**src/rtl/serial_cmp_pkg.sv**
```systemverilog
// Shared types for the serial magnitude comparator.
//   state_t   : controller states (IDLE, SCAN, DONE)
//   result_t  : 2-bit comparison result encoding (GT, EQ, LT)
//   res_to_flags : result -> {gt, eq, lt} one-hot flag vector
package serial_cmp_pkg;

  typedef enum logic [1:0] {
    IDLE = 2'd0,
    SCAN = 2'd1,
    DONE = 2'd2
  } state_t;

  typedef enum logic [1:0] {
    GT = 2'b00,
    EQ = 2'b01,
    LT = 2'b10
  } result_t;

  function automatic logic [2:0] res_to_flags(input result_t r);
    logic [2:0] f;
    f = '0;
    case (r)
      GT:      f = 3'b100;
      EQ:      f = 3'b010;
      LT:      f = 3'b001;
      default: f = '0;
    endcase
    return f;
  endfunction

endpackage

```
**src/rtl/serial_cmp_bit_decide.sv**
```systemverilog
// Combinational decision for one bit pair of the serial scan.
//   a_bit, b_bit : current bit of each operand
//   is_msb       : bit under test is the sign position
//   signed_mode  : two's-complement compare when high
//   differ       : bits differ, this position decides the result
//   a_wins       : A is the greater operand (valid only when differ)
module serial_cmp_bit_decide (
  input  logic a_bit,
  input  logic b_bit,
  input  logic is_msb,
  input  logic signed_mode,
  output logic differ,
  output logic a_wins
);

  always_comb begin
    differ = a_bit ^ b_bit;
    // At the sign bit of a signed compare a set bit means negative, so the
    // operand holding the 0 is the larger one.
    a_wins = (is_msb && signed_mode) ? ~a_bit : a_bit;
  end

endmodule

```
**src/rtl/serial_mag_comparator.sv**
```systemverilog
// Bit-serial magnitude comparator, MSB first, one bit per cycle.
//   clk, reset   : clock, synchronous active-high reset
//   start        : request a compare (ignored while busy)
//   a, b         : W-bit operands, captured on acceptance
//   signed_mode  : two's-complement compare, captured on acceptance
//   busy         : scan in progress
//   done         : one-cycle pulse, result flags valid
//   a_gt_b, a_eq_b, a_lt_b : registered result flags, held until next result
// EARLY_EXIT=1 stops at the first differing bit; EARLY_EXIT=0 always scans
// all W bits so latency does not depend on the operands.
module serial_mag_comparator
  import serial_cmp_pkg::*;
#(
  parameter int W          = 8,
  parameter bit EARLY_EXIT = 1'b1
) (
  input  logic         clk,
  input  logic         reset,
  input  logic         start,
  input  logic [W-1:0] a,
  input  logic [W-1:0] b,
  input  logic         signed_mode,
  output logic         busy,
  output logic         done,
  output logic         a_gt_b,
  output logic         a_eq_b,
  output logic         a_lt_b
);

  localparam int IDX_W = $clog2(W);
  localparam logic [IDX_W-1:0] IDX_MSB = IDX_W'(W - 1);

  state_t           state, state_nxt;
  logic [W-1:0]     a_q, b_q;
  logic             sm_q;
  logic [IDX_W-1:0] idx;
  logic             found_q;
  result_t          first_q;

  logic    bit_differ, bit_a_wins;
  logic    accept;
  logic    scan_end;
  result_t bit_res;
  result_t final_res;

  serial_cmp_bit_decide u_decide (
    .a_bit       (a_q[idx]),
    .b_bit       (b_q[idx]),
    .is_msb      (idx == IDX_MSB),
    .signed_mode (sm_q),
    .differ      (bit_differ),
    .a_wins      (bit_a_wins)
  );

  always_comb begin
    accept    = start && (state != SCAN);
    bit_res   = bit_a_wins ? GT : LT;
    scan_end  = 1'b0;
    final_res = EQ;
    if (EARLY_EXIT) begin
      if (bit_differ) begin
        scan_end  = 1'b1;
        final_res = bit_res;
      end else if (idx == '0) begin
        scan_end  = 1'b1;
      end
    end else begin
      // The first difference is latched in found_q/first_q; on the final
      // bit it may also be the current bit, so merge it in here.
      scan_end = (idx == '0);
      if (found_q)         final_res = first_q;
      else if (bit_differ) final_res = bit_res;
    end
  end

  always_comb begin
    state_nxt = state;
    case (state)
      IDLE:    if (start) state_nxt = SCAN;
      SCAN:    if (scan_end) state_nxt = DONE;
      DONE:    state_nxt = start ? SCAN : IDLE;
      default: state_nxt = IDLE;
    endcase
    busy = (state == SCAN);
    done = (state == DONE);
  end

  always_ff @(posedge clk) begin
    if (reset) state <= IDLE;
    else       state <= state_nxt;
  end

  always_ff @(posedge clk) begin
    if (reset) begin
      a_q     <= '0;
      b_q     <= '0;
      sm_q    <= 1'b0;
      idx     <= '0;
      found_q <= 1'b0;
      first_q <= EQ;
      a_gt_b  <= 1'b0;
      a_eq_b  <= 1'b0;
      a_lt_b  <= 1'b0;
    end else if (accept) begin
      a_q     <= a;
      b_q     <= b;
      sm_q    <= signed_mode;
      idx     <= IDX_MSB;
      found_q <= 1'b0;
    end else if (state == SCAN) begin
      if (idx != '0) idx <= idx - IDX_W'(1);
      if (!found_q && bit_differ) begin
        found_q <= 1'b1;
        first_q <= bit_res;
      end
      if (scan_end) {a_gt_b, a_eq_b, a_lt_b} <= res_to_flags(final_res);
    end
  end

endmodule

```
**config.mk**
```make
export PLATFORM = sky130hd
export DESIGN_NAME = serial_mag_comparator
export DESIGN_NICKNAME = d
export VERILOG_FILES = /design/src/rtl/serial_cmp_pkg.sv /design/src/rtl/serial_cmp_bit_decide.sv /design/src/rtl/serial_mag_comparator.sv
export SDC_FILE = /design/constraint.sdc
export NUM_CORES = 1
export LEC_CHECK = 0
export ABC_CLOCK_PERIOD_IN_PS = 3800
export CORE_MARGIN = 2
export CORE_UTILIZATION = 52
export DETAILED_ROUTE_END_ITERATION = 12
export PLACE_DENSITY_LB_ADDON = 0.1
export RECOVER_POWER = 50
export SLEW_MARGIN = 10
export SYNTH_ARGS = -nofsm -noshare
export SYNTH_HDL_FRONTEND = slang
export SYNTH_SLANG_ARGS = --single-unit
```
**constraint.sdc**
```tcl
create_clock -name clk -period 3.8 [get_ports clk]
set_input_delay 0.38 -clock clk [delete_from_list [all_inputs] [get_ports clk]]
set_output_delay 0.38 -clock clk [all_outputs]
set_load 0.03 [all_outputs]
```
==> impl_metrics.yaml <==
clock_network:
  worst_setup_hold_path_clk_slew_ns: 0.13
  tritoncts: "done"
  cts.root.buffer_cell: "sky130_fd_sc_hd__clkbuf_4"
  cts.sink_count: 25
  postCtsResizedCells: 0
  htreeDepth: 1
  post_cts_hold_buffer_count: 0
  cts_made_buffers: 3
  cts_post_setup_buffers_inserted: 0
  clock_insertion_delay_worst_skew_ns: 0.32
  cts-root-to-sink-buffers: 2
finish:
  multiInputGateArea_um2: 598
  antenna-diode-count: 0
  final_design_area_no_fill_mm2: 0.00142
  final.fill_count: 162
  final-instance-count-excl-fill: 180
  post-route-util: 0.700
  syn2layout_area_growth_pct: 23.7
  layout-drive-gt1-share: 0.0915
  total_nets_final: 177
  area.sequential_um2: 500
setup_path:
  slowest_stage: "sky130_fd_sc_hd__clkdlybuf4s50_1"
  critical_path.reg2reg.startpoint: "idx[0]"
  worst-setup-path-type: "reg2out"
  critical_path_buf_inv_count: 2
  critPathMaxStageDelay_ns: 0.70
  path_delay_family: "buffers and inverters"
  rr_worst_depth: 5
  arrival_ns: 1.71
  cp-end-kind: "primary output"
  worstPathCellList: "nand2b_1, inv_1, clkdlybuf4s50_1"
  worstReg2RegEnd: "a_lt_b"
  r2r_setup_slack_ns: 1.78
  cp-start-kind: "flop"
  worstPathRequired_ns: 3.42
  crit_fanout: 6
sta:
  rsz0062_at_grt: "false"
  finalSetupViolCount: 0
  final.min_clock_period_ns: 2.09
  worst_case_headroom_to_the_max_slew_limit: 0.384
  final-max-slew-violation-count: 0
  timing.final.crit_share: 0.551
  skew_ns: 0.00245
  finalHoldViolCount: 0
  maxClockFrequency_mhz: 478
  final_critical_path_setup_slack_ns: 1.71
  finalSetupTns_ns: 0
  least_margin_pin_slew_ns: 0.923
pwr:
  power_density_mw_per_mm2: 395
  max-vdd-ir-drop_mv: 0.285
  static-leakage-power_nw: 0.554
synthesis:
  synthDominantAreaCellType: "sky130_fd_sc_hd__dfxtp_1"
  syn_area_per_cell_um2: 8.73
  count_of_distinct_cell_types_in_the_synthesized_netlist: 25
  post-synth-top-area-fraction: 0.438
  syn_inst: 131
  post_synth_main_area_contributors: "sky130_fd_sc_hd__dfxtp_1 44%, sky130_fd_sc_hd__nand2_1 14%, sky130_fd_sc_hd__a21oi_1 9.2%, sky130_fd_sc_hd__mux4_2 7.9%, sky130_fd_sc_hd__ha_1 3.3%"
  synthesis.nets: 154
  ys_seq_elements: 25
  yosysSeqAreaShare: 0.438
  synthesis.yosys.warnings: 0
  synth_area_mm2: 0.00114
drt:
  postRouteAntennaNets: 0
  detail_route.wl_per_cell_um: 12.1
  drt_first_iter_violations: 16
  avgViaCountPerCell: 5.16
  post-route-drc-count: 0
  drt_pass1_iterations: 4
  vias: 929
  routed_wl_mm: 2.18
placement:
  gp_congestion: 0.769
  io_buffer_count: 24
  place_inst: 176
  postPlaceCellArea_mm2: 0.00139
  place_hpwl_mm: 1.58
  preCtsSetupSlack_ns: 1.69
die:
  die_w_um: 50.9
  num_rows: 16
  i_o_pins: 25
  core-area_mm2: 0.00202
  initial_utilization: 0.566
  fp.dieArea_mm2: 0.00259
  fp.dieH_um: 50.9
run_status:
  outcome: "complete, no violations"
grt:
  grt.total_usage: 0.189
  wire_length_of_the_first_global_routing_pass_mm: 3.64
  grt-ovfl-total: 0
  grt_start_max_net_pins: 24
  first_global_vias: 864
  grt_antenna_before_repair: 0
min_path:
  min-delay-path-class: "reg2reg"
  hold_depth: 2
  worstHoldStart: "b_q[2]"
  whs_endpoint: "b_q[2]"
flow_run:
  maxCapViolations: 0
==> cell usage after synthesis <==
| master | number |
|---|---|
| sky130_fd_sc_hd__a211oi_1 | 1 |
| sky130_fd_sc_hd__a21oi_1 | 21 |
| sky130_fd_sc_hd__and2_1 | 1 |
| sky130_fd_sc_hd__buf_6 | 1 |
| sky130_fd_sc_hd__clkbuf_1 | 5 |
| sky130_fd_sc_hd__dfxtp_1 | 25 |
| sky130_fd_sc_hd__ha_1 | 3 |
| sky130_fd_sc_hd__inv_1 | 4 |
| sky130_fd_sc_hd__mux2_4 | 2 |
| sky130_fd_sc_hd__mux2i_1 | 2 |
| sky130_fd_sc_hd__mux4_2 | 4 |
| sky130_fd_sc_hd__nand2_1 | 42 |
| sky130_fd_sc_hd__nand2b_1 | 1 |
| sky130_fd_sc_hd__nand3_1 | 1 |
| sky130_fd_sc_hd__nor2_1 | 5 |
| sky130_fd_sc_hd__nor2b_1 | 3 |
| sky130_fd_sc_hd__nor2b_2 | 1 |
| sky130_fd_sc_hd__nor2b_4 | 1 |
| sky130_fd_sc_hd__nor3_1 | 1 |
| sky130_fd_sc_hd__nor3_2 | 1 |
| sky130_fd_sc_hd__o21ai_0 | 1 |
| sky130_fd_sc_hd__o221ai_1 | 2 |
| sky130_fd_sc_hd__o311a_1 | 1 |
| sky130_fd_sc_hd__xnor2_2 | 1 |
| sky130_fd_sc_hd__xor2_1 | 1 |
==> stage by stage <==
stage | power (mW) | hold slack, ns
after floorplan | 0.402 | 0.433
after global placement | 0.442 | 0.442
after detailed placement | 0.448 | 0.443
after CTS | 0.566 | 0.462
after global routing | 0.592 | 0.493
final | 0.558 | 0.462
==> how the worst max path moves through the flow <==
| stage | start | end | slack (ns) | cells after the start |
|---|---|---|---|---|
| 2_1_floorplan | idx[0] | state[1] | 2.00 | 5 |
| 3_3_place_gp | reset | a_gt_b | 1.76 | 6 |
| 3_5_place_dp | reset | a_gt_b | 1.69 | 6 |
| 4_1_cts | state[1] | busy | 1.71 | 3 |
| 5_1_grt | state[1] | busy | 1.64 | 3 |
| 6_report | state[1] | busy | 1.71 | 3 |
==> tightest hold or removal path: stages (launching register included) <==
cell                      delay, ns
sky130_fd_sc_hd__dfxtp_1       0.33
sky130_fd_sc_hd__nand2_1       0.05
sky130_fd_sc_hd__a21oi_1       0.05
==> flip-flops by register name, indices dropped and copies added, names as in the netlist <==
| name | flops |
|---|---|
| idx | 3 |
| a_gt_b | 1 |
| a_q | 8 |
| state | 2 |
| a_lt_b | 1 |
| a_eq_b | 1 |
| b_q | 8 |
| sm_q | 1 |
==> cell type report <==
| type | instances | share of cell area |
|---|---|---|
| clock buffer | 3 | 0.0159 |
| tap | 27 | 0.0239 |
| multi-input combinational | 96 | 0.423 |
| sequential | 25 | 0.354 |
| inverter | 4 | 0.0106 |
| timing repair buffer | 24 | 0.170 |
| clock inverter | 1 | 0.00354 |
==> where the power goes <==
group	internal (mW)	leakage, nW	total (mW)	switching [mW]
Clock	0.0395	0.0177	0.118	0.0786
Sequential	0.283	0.206	0.302	0.0188
Combinational	0.0694	0.331	0.138	0.0686
==> kinds of logic after synthesis <==
logic type / share of synthesized area
multiplexers: 0.123
buffers and inverters: 0.0394
AND/OR/NAND/NOR: 0.219
XOR/XNOR: 0.0219
adder cells (fa/ha/maj): 0.0328
AO/OA/AOI/OAI: 0.127
flip-flops: 0.438
==> layer usage <==
metal / GRT usage / routed length [um] / vias to the layer above
met5: 0 / 0 / -
met4: 0.0811 / 31 / 0
met3: 0.0351 / 84 / 3
met2: 0.318 / 1030 / 21
met1: 0.237 / 1030 / 423
li1: - / - / 482
==> cells in the final DEF, fill, tap and decap left out, types with 2 or more instances in the layout <==
master | Yosys | final
sky130_fd_sc_hd__nand2_1 | 42 | 42
sky130_fd_sc_hd__dfxtp_1 | 25 | 25
sky130_fd_sc_hd__clkdlybuf4s50_1 | 0 | 24
sky130_fd_sc_hd__a21oi_1 | 21 | 21
sky130_fd_sc_hd__nor2_1 | 5 | 5
sky130_fd_sc_hd__inv_1 | 4 | 4
sky130_fd_sc_hd__mux4_2 | 4 | 4
sky130_fd_sc_hd__nor2b_1 | 3 | 3
sky130_fd_sc_hd__ha_1 | 3 | 3
sky130_fd_sc_hd__clkbuf_4 | 0 | 3
sky130_fd_sc_hd__mux2_4 | 2 | 2
sky130_fd_sc_hd__mux2i_1 | 2 | 2
sky130_fd_sc_hd__o221ai_1 | 2 | 2
Note: power is estimated with default switching activity, not from simulation.
